## src/rtl/wb_stream_loader.sv

```systemverilog
// Purpose: Wishbone master loading program BRAM from a framed byte stream (addr, count, BE words).
// Latency: last byte of a word at edge t raises cyc/stb from t+1; best case 5 cycles per word.
// Backpressure: rx_ready_o low while a write waits for ack and in DONE; optional checksum via WB_LOADER_CHECKSUM_EN.
`timescale 1ns/1ps

module wb_stream_loader #(
    parameter int ACK_TIMEOUT = 255
) (
    input  logic        clk_i,
    input  logic        rst_i,
    input  logic [7:0]  rx_data_i,
    input  logic        rx_valid_i,
    output logic        rx_ready_o,
    output logic        wb_cyc_o,
    output logic        wb_stb_o,
    output logic        wb_we_o,
    output logic [31:0] wb_adr_o,
    output logic [31:0] wb_dat_o,
    output logic [3:0]  wb_sel_o,
    input  logic        wb_ack_i,
    output logic        busy_o,
    output logic        done_o,
    output logic        err_o
);

    typedef enum logic [2:0] {
        ST_HDR,
        ST_DATA,
        ST_WRITE,
`ifdef WB_LOADER_CHECKSUM_EN
        ST_CSUM,
`endif
        ST_DONE
    } state_t;

    // State entered once the payload (or an empty header) has been consumed.
`ifdef WB_LOADER_CHECKSUM_EN
    localparam state_t ST_END = ST_CSUM;
`else
    localparam state_t ST_END = ST_DONE;
`endif

    // Last timeout count value; reaching it without ack aborts the frame.
    localparam logic [7:0] TO_LAST = 8'(ACK_TIMEOUT - 1);

    state_t        state_q, state_d;
    logic [2:0]    hdr_cnt_q;
    logic [1:0]    byte_cnt_q;
    logic [31:2]   adr_q;      // word address; byte offset bits are always zero
    logic [31:0]   dat_q;
    logic [15:0]   cnt_q;      // words still to write
    logic [7:0]    to_cnt_q;
    logic          err_q;
    logic          rx_fire;
    logic [15:0]   hdr_n;
`ifdef WB_LOADER_CHECKSUM_EN
    logic [7:0]    csum_q;
`endif

    assign rx_fire  = rx_valid_i & rx_ready_o;
    assign hdr_n    = {cnt_q[7:0], rx_data_i};
    assign wb_adr_o = {adr_q, 2'b00};
    assign wb_dat_o = dat_q;
    assign err_o    = err_q;

    // State register; reset drops cyc/stb asynchronously through the state decode.
    always_ff @(posedge clk_i or posedge rst_i) begin
        if (rst_i) state_q <= ST_HDR;
        else       state_q <= state_d;
    end

    // Next-state and Moore outputs decoded from the current state.
    always_comb begin
        state_d    = state_q;
        rx_ready_o = 1'b0;
        wb_cyc_o   = 1'b0;
        wb_stb_o   = 1'b0;
        wb_we_o    = 1'b0;
        wb_sel_o   = 4'h0;
        busy_o     = 1'b0;
        done_o     = 1'b0;
        case (state_q)
            ST_HDR: begin
                rx_ready_o = 1'b1;
                busy_o     = (hdr_cnt_q != 3'd0);
                if (rx_valid_i && hdr_cnt_q == 3'd5)
                    state_d = (hdr_n == 16'd0) ? ST_END : ST_DATA;
            end
            ST_DATA: begin
                rx_ready_o = 1'b1;
                busy_o     = 1'b1;
                if (rx_valid_i && byte_cnt_q == 2'd3)
                    state_d = ST_WRITE;
            end
            ST_WRITE: begin
                busy_o   = 1'b1;
                wb_cyc_o = 1'b1;
                wb_stb_o = 1'b1;
                wb_we_o  = 1'b1;
                wb_sel_o = 4'hF;
                if (wb_ack_i)
                    state_d = (cnt_q == 16'd1) ? ST_END : ST_DATA;
                else if (to_cnt_q == TO_LAST)
                    state_d = ST_HDR;
            end
`ifdef WB_LOADER_CHECKSUM_EN
            ST_CSUM: begin
                rx_ready_o = 1'b1;
                busy_o     = 1'b1;
                if (rx_valid_i)
                    state_d = (rx_data_i == csum_q) ? ST_DONE : ST_HDR;
            end
`endif
            ST_DONE: begin
                done_o  = 1'b1;
                state_d = ST_HDR;
            end
            default: state_d = ST_HDR;
        endcase
    end

    // Header parsing, word packing, address/count advance, ack timeout and error flag.
    always_ff @(posedge clk_i or posedge rst_i) begin
        if (rst_i) begin
            hdr_cnt_q  <= 3'd0;
            byte_cnt_q <= 2'd0;
            adr_q      <= '0;
            dat_q      <= 32'd0;
            cnt_q      <= 16'd0;
            to_cnt_q   <= 8'd0;
            err_q      <= 1'b0;
`ifdef WB_LOADER_CHECKSUM_EN
            csum_q     <= 8'd0;
`endif
        end else begin
            case (state_q)
                ST_HDR: if (rx_fire) begin
                    if (hdr_cnt_q == 3'd0) err_q <= 1'b0;
                    case (hdr_cnt_q)
                        3'd0:    adr_q[31:24] <= rx_data_i;
                        3'd1:    adr_q[23:16] <= rx_data_i;
                        3'd2:    adr_q[15:8]  <= rx_data_i;
                        3'd3:    adr_q[7:2]   <= rx_data_i[7:2];
                        default: cnt_q        <= {cnt_q[7:0], rx_data_i};
                    endcase
                    hdr_cnt_q  <= (hdr_cnt_q == 3'd5) ? 3'd0 : hdr_cnt_q + 3'd1;
                    byte_cnt_q <= 2'd0;
`ifdef WB_LOADER_CHECKSUM_EN
                    csum_q <= (hdr_cnt_q == 3'd0) ? rx_data_i : (csum_q ^ rx_data_i);
`endif
                end
                ST_DATA: if (rx_fire) begin
                    dat_q      <= {dat_q[23:0], rx_data_i};
                    byte_cnt_q <= byte_cnt_q + 2'd1;
                    if (byte_cnt_q == 2'd3) to_cnt_q <= 8'd0;
`ifdef WB_LOADER_CHECKSUM_EN
                    csum_q <= csum_q ^ rx_data_i;
`endif
                end
                ST_WRITE: begin
                    if (wb_ack_i) begin
                        adr_q <= adr_q + 30'd1;
                        cnt_q <= cnt_q - 16'd1;
                    end else if (to_cnt_q == TO_LAST) begin
                        err_q <= 1'b1;
                    end else begin
                        to_cnt_q <= to_cnt_q + 8'd1;
                    end
                end
`ifdef WB_LOADER_CHECKSUM_EN
                ST_CSUM: if (rx_fire && rx_data_i != csum_q) err_q <= 1'b1;
`endif
                default: ;
            endcase
        end
    end

endmodule

```

## config.mk

```make
export PLATFORM = sky130hd
export DESIGN_NAME = wb_stream_loader
export DESIGN_NICKNAME = d
export VERILOG_FILES = /design/src/rtl/wb_stream_loader.sv
export SDC_FILE = /design/constraint.sdc
export NUM_CORES = 1
export LEC_CHECK = 0
export CORE_AREA = 2 2 135 137
export CTS_CLUSTER_DIAMETER = 100
export CTS_CLUSTER_SIZE = 10
export DETAILED_ROUTE_END_ITERATION = 8
export DIE_AREA = 0 0 137 139
export PLACE_DENSITY_LB_ADDON = 0.25
export SYNTH_ARGS = -nofsm -noshare
export SYNTH_HDL_FRONTEND = slang
export SYNTH_SLANG_ARGS = --single-unit
```

## constraint.sdc

```tcl
create_clock -name clk_i -period 3.4 [get_ports clk_i]
set_input_delay 0.85 -clock clk_i [delete_from_list [all_inputs] [get_ports clk_i]]
set_output_delay 0.85 -clock clk_i [all_outputs]
set_load 0.05 [all_outputs]
```

==> Word level (Yosys, flattened, before mapping) <==
Cells that the tools add are included.
{ "totals": {"in_bits": 12, "regBits": 95, "elab_cells": 102, "out_inout_bits": 75} }
{ "op_classes": {"bitwise_logic": 1, "reduce_logical": 23, "muxes": 37, "add_sub_neg": 5, "n_eq_ne": 25} }
{ "ops": {"columns": ["cell", "n"], "rows": [
  ["two-way mux 30 bit", 2],
  ["one-hot mux 30 bit (2 select lines)", 1],
  ["two-way mux 8 bit", 7],
  ["two-way mux 16 bit", 3],
  ["one-hot mux 16 bit (2 select lines)", 1],
  ["adder 30 x 1 -> 30 bit (second input constant)", 1],
  ["!= test 2 bit (second input constant)", 11],
  ["AND reduction 4 bit", 5],
  ["== test 16 x 1 -> 1 bit (second input constant)", 1],
  ["logical NOT 16 bit", 1],
  ["one-hot mux 8 bit (2 select lines)", 1],
  ["subtractor 16 x 1 -> 16 bit (second input constant)", 1],
  ["two-way mux 3 bit", 5],
  ["== test 3 x 2 -> 1 bit (second input constant)", 4],
  ["AND reduction 5 bit", 2],
  ["one-hot mux 3 bit (3 select lines)", 1],
  ["adder 8 x 1 -> 8 bit (second input constant)", 1],
  ["== test 8 bit (second input constant)", 1],
  ["two-way mux 2 bit", 4],
  ["two-way mux 1 bit", 7],
  ["== test 3 x 1 -> 1 bit (second input constant)", 2],
  ["logical NOT 3 bit", 2],
  ["two-way mux 6 bit", 1],
  ["!= test 2 x 1 -> 1 bit (second input constant)", 3],
  ["16 further kinds", 23]
]} }

==> Depth between registers and ports, before layout <==
{ "depth": {"depth_word": 6, "mapped_depth": 9, "ltp_nobuf": 7} }

==> Worst setup path after synthesis <==
OpenSTA, ideal clock, no wires.
{ "synth_timing": {"path_kind": "register -> output", "from": "register state_q[0]", "to": "output busy_o", "n_path_buf": 1, "path_slack_ns": 0.868, "stages_incl_launch_ff": 7, "arrival_ns": 1.682, "t_required_ns": 2.550, "path_cell_list": "dfrtp_1 -> inv_1 -> ha_1 -> buf_2 -> o31a_1 -> nor2_1 -> nor2_1"} }
{ "synth_between": {"elab_chain_cells": 3, "elab_cells_between_ends": 5, "classes_between": "eq/ne: 2; mux: 1; reduce/logical: 2"} }
{ "synth_lines": {"columns": ["item", "line", "text"], "rows": [
  ["start: declaration", "46", "state_t state_q, state_d;"],
  ["start signal: assignment", "69", "else state_q <= state_d;"],
  ["== test 3 x 2 -> 1 bit / == test 3 x 1 -> 1 bit (equally long branches)", "82", "case (state_q)"],
  ["OR reduction 2 bit (no line)", null, null],
  ["one-hot mux 1 bit (2 select lines) (*)", "82", null],
  ["end: declaration", "21", "output logic busy_o,"]
]} }
Mark *: on every way between the ends. The rest lies on a longest branch, timed or not.

==> Worst setup path in the final report <==
Same ends and word-level chain as after synthesis.

==> results.py <==
metrics = {
    "min_path": {
        "hp-start": "byte_cnt_q[0]$_DFFE_PP0P_",
        "min_path_type": "reg2reg",
        "worstHoldEndpoint": "byte_cnt_q[0]$_DFFE_PP0P_",
        "whs_path_depth": 1,
    },
    "clock_tree": {
        "clock_latency_ns": 0.35,
        "cts_tree": "done",
        "clk_path_buf_depth": 2,
        "postCtsSetupBuffers": 0,
        "cts_sinks": 94,
        "clkTransAtPathRegs_ns": 0.07,
        "cts_resized": 0,
        "numCtsBuffers": 9,
        "root_buffer": "clkbuf_16",
        "htreeDepth": 3,
        "hold_buffers": 0,
    },
    "setup_path": {
        "crit_arrival_ns": 1.95,
        "critPathRequiredTime_ns": 2.55,
        "cp-end-kind": "output pin",
        "path_max_fanout": 10,
        "crit_type": "reg2out",
        "r2r-end": "adr_q[6]$_DFFE_PP0P_",
        "r2r-start": "state_q[0]$_DFFE_PP0P_",
        "reg2reg_depth": 7,
        "startpoint_type": "register",
        "rrSetupSlack_ns": 0.87,
    },
    "place": {
        "dp_hpwl_um": 10430,
        "place_ws_ns": 0.4855,
        "place_area_um2": 6354,
        "portBuffers": 84,
        "gp_congestion": 0.8290,
    },
    "drt": {
        "routedWlPerCell_um": 16.90,
        "wl_um": 14570,
        "vias_per_cell": 5.295,
        "drt_first_iter_violations": 317,
        "firstDrtPassIters": 4,
        "ant_nets": 0,
        "drc": 0,
        "via_count": 4564,
    },
    "global_routing": {
        "antenna_found_initial": 0,
        "grt_pass1_wl_um": 23850,
        "overflow": 0,
        "grt_max_degree": 104,
        "grt_pass1_vias": 4316,
        "grt.total_usage_pct": 15.80,
    },
    "yosys": {
        "ys_ff_latch": 94,
        "synth_cell_types": 71,
        "yosysTopAreaCell": "dfrtp_1",
        "synth_seq_area_share_pct": 44.11,
        "synth_area_leaders": "dfrtp_1 (44%), mux2_2 (6.8%), a21oi_1 (4.8%)",
        "yosys_warnings": 0,
        "yosys-top-cells-count": "dfrtp_1 (94), a21oi_1 (51), nand2_1 (49), nor2_1 (43), mux2_2 (32)",
        "avgSynthCellArea_um2": 9.523,
        "synth_flop_cell": "dfrtp_1",
        "synth_most_common_cell": "dfrtp_1",
        "yosys.area.top_type_share_pct": 44.11,
        "synth_edf_count": 0,
        "syn-cell-area_um2": 5333,
        "ys_async_sr_fraction_pct": 100.0,
        "synthCells": 560,
    },
    "sta": {
        "rsz0062_at_grt": "no",
        "holdWs_ns": 0.5012,
        "min_period_over_period_pct": 82.50,
        "hold_violations": 0,
        "max_freq_mhz": 356.5,
        "clock_skew_ns": 0.01121,
        "max_slew_margin_pct": 34.24,
        "slew_viol_final": 0,
        "period_minus_slack_ns": 2.805,
        "finalSetupTns_ns": 0,
        "worst_slack_ns": 0.5951,
        "worstMarginPinSlew_ns": 0.9863,
        "setup_viol": 0,
    },
    "cells_and_area": {
        "fin_area_um2": 6659,
        "areaGrowthSynthToFinish_pct": 24.87,
        "diodes": 0,
        "num-nets-final": 651,
        "nFillCells": 1774,
        "layout-drive-gt1-share_pct": 12.95,
    },
    "die": {
        "design.portCount": 87,
        "die_area_um2": 19040,
        "core_area_um2": 17660,
        "die_h_um": 139,
        "start_util_pct": 30.20,
        "num_rows": 49,
        "fp.dieW_um": 137,
    },
    "outcome": {
        "status": "complete, no violations",
    },
    "flow_run": {
        "max_cap_violations": 0,
    },
}
[cell families after synthesis]
logic type / count (synthesis) / synth area share, %
AO/OA/AOI/OAI: 165 / 20.93
XOR/XNOR: 4 / 0.6571
adder cells (fa/ha/maj): 11 / 2.581
buffers and inverters: 54 / 4.880
flip-flops: 94 / 44.11
multiplexers: 37 / 7.696
other: 1 / 0.07032
AND/OR/NAND/NOR: 194 / 19.08
[how the worst max path moves through the flow]
stage	startpoint	endpoint	depth (start not counted)
5_1_grt	state_q[0]$_DFFE_PP0P_	busy_o	6
3_3_place_gp	rx_data_i[5]	state_q[1]$_DFFE_PP0P_	6
4_1_cts	state_q[0]$_DFFE_PP0P_	busy_o	6
3_5_place_dp	wb_ack_i	adr_q[2]$_DFFE_PP0P_	6
2_1_floorplan	rst_i	adr_q[10]$_DFFE_PP0P_	1
6_report	state_q[0]$_DFFE_PP0P_	busy_o	6
[placed cells by master (no fill, tap or decap), types with 4 or more instances in the layout]
| cell type | n |
|---|---|
| nand3_1 | 24 |
| dfrtp_1 | 94 |
| o22ai_1 | 6 |
| nand4_1 | 13 |
| nor2b_1 | 7 |
| nand2_1 | 49 |
| and4_1 | 7 |
| a31oi_1 | 17 |
| buf_4 | 21 |
| mux2i_1 | 5 |
| nand2b_1 | 6 |
| o21ai_0 | 15 |
| a21o_1 | 4 |
| nand3b_1 | 5 |
| o31ai_1 | 9 |
| a41oi_1 | 7 |
| and3_1 | 5 |
| ha_1 | 10 |
| clkdlybuf4s50_1 | 75 |
| mux2_2 | 32 |
| a21oi_1 | 51 |
| nor4_1 | 4 |
| nor3_1 | 10 |
| o22a_1 | 22 |
| nor2_1 | 43 |
| inv_1 | 12 |
| clkbuf_16 | 9 |
[through the flow]
stage | instances | utilization [%]
floorplan | 561 | -
global placement | 846 | 35.98
detailed placement | 846 | 35.98
CTS | 862 | 37.71
global route | 862 | 37.71
finish | 862 | 37.71
[area by class of cell]
cell class / count / area (µm²) / share of cell area [%]
flip-flops and latches: 94 / 2352 / 35.33
clock buffers: 10 / 229.0 / 3.439
multi-input cells: 413 / 2736 / 41.09
repair buffers: 97 / 928.4 / 13.94
well taps: 229 / 286.5 / 4.303
inverters: 13 / 50.05 / 0.7516
clock inverters: 6 / 76.32 / 1.146
[worst max-delay path: stages, from the launching register on]
cell and delay [ns]:
dfrtp_1 0.42, inv_1 0.14, ha_1 0.37, o31a_1 0.28
nor2_1 0.09, nor2_1 0.09, buf_4 0.20
[per-layer routing]
metal,vias to the layer above,track usage (%),share of wire [%]
met5,-,0,0
met4,0,3.310,1.4
met3,14,4.313,5.5
met2,121,23.57,46
met1,2199,22.88,47
li1,2230,-,-
[flip-flops by register name, indices dropped and copies added, names as in the netlist]
name and count:
adr_q 30, byte_cnt_q 2, cnt_q 16, err_o 1
hdr_cnt_q 3, state_q 2, to_cnt_q 8, wb_dat_o 32
Power is not shown: default switching activity piles up to over one toggle a cycle in this logic, so the estimate is an artifact.
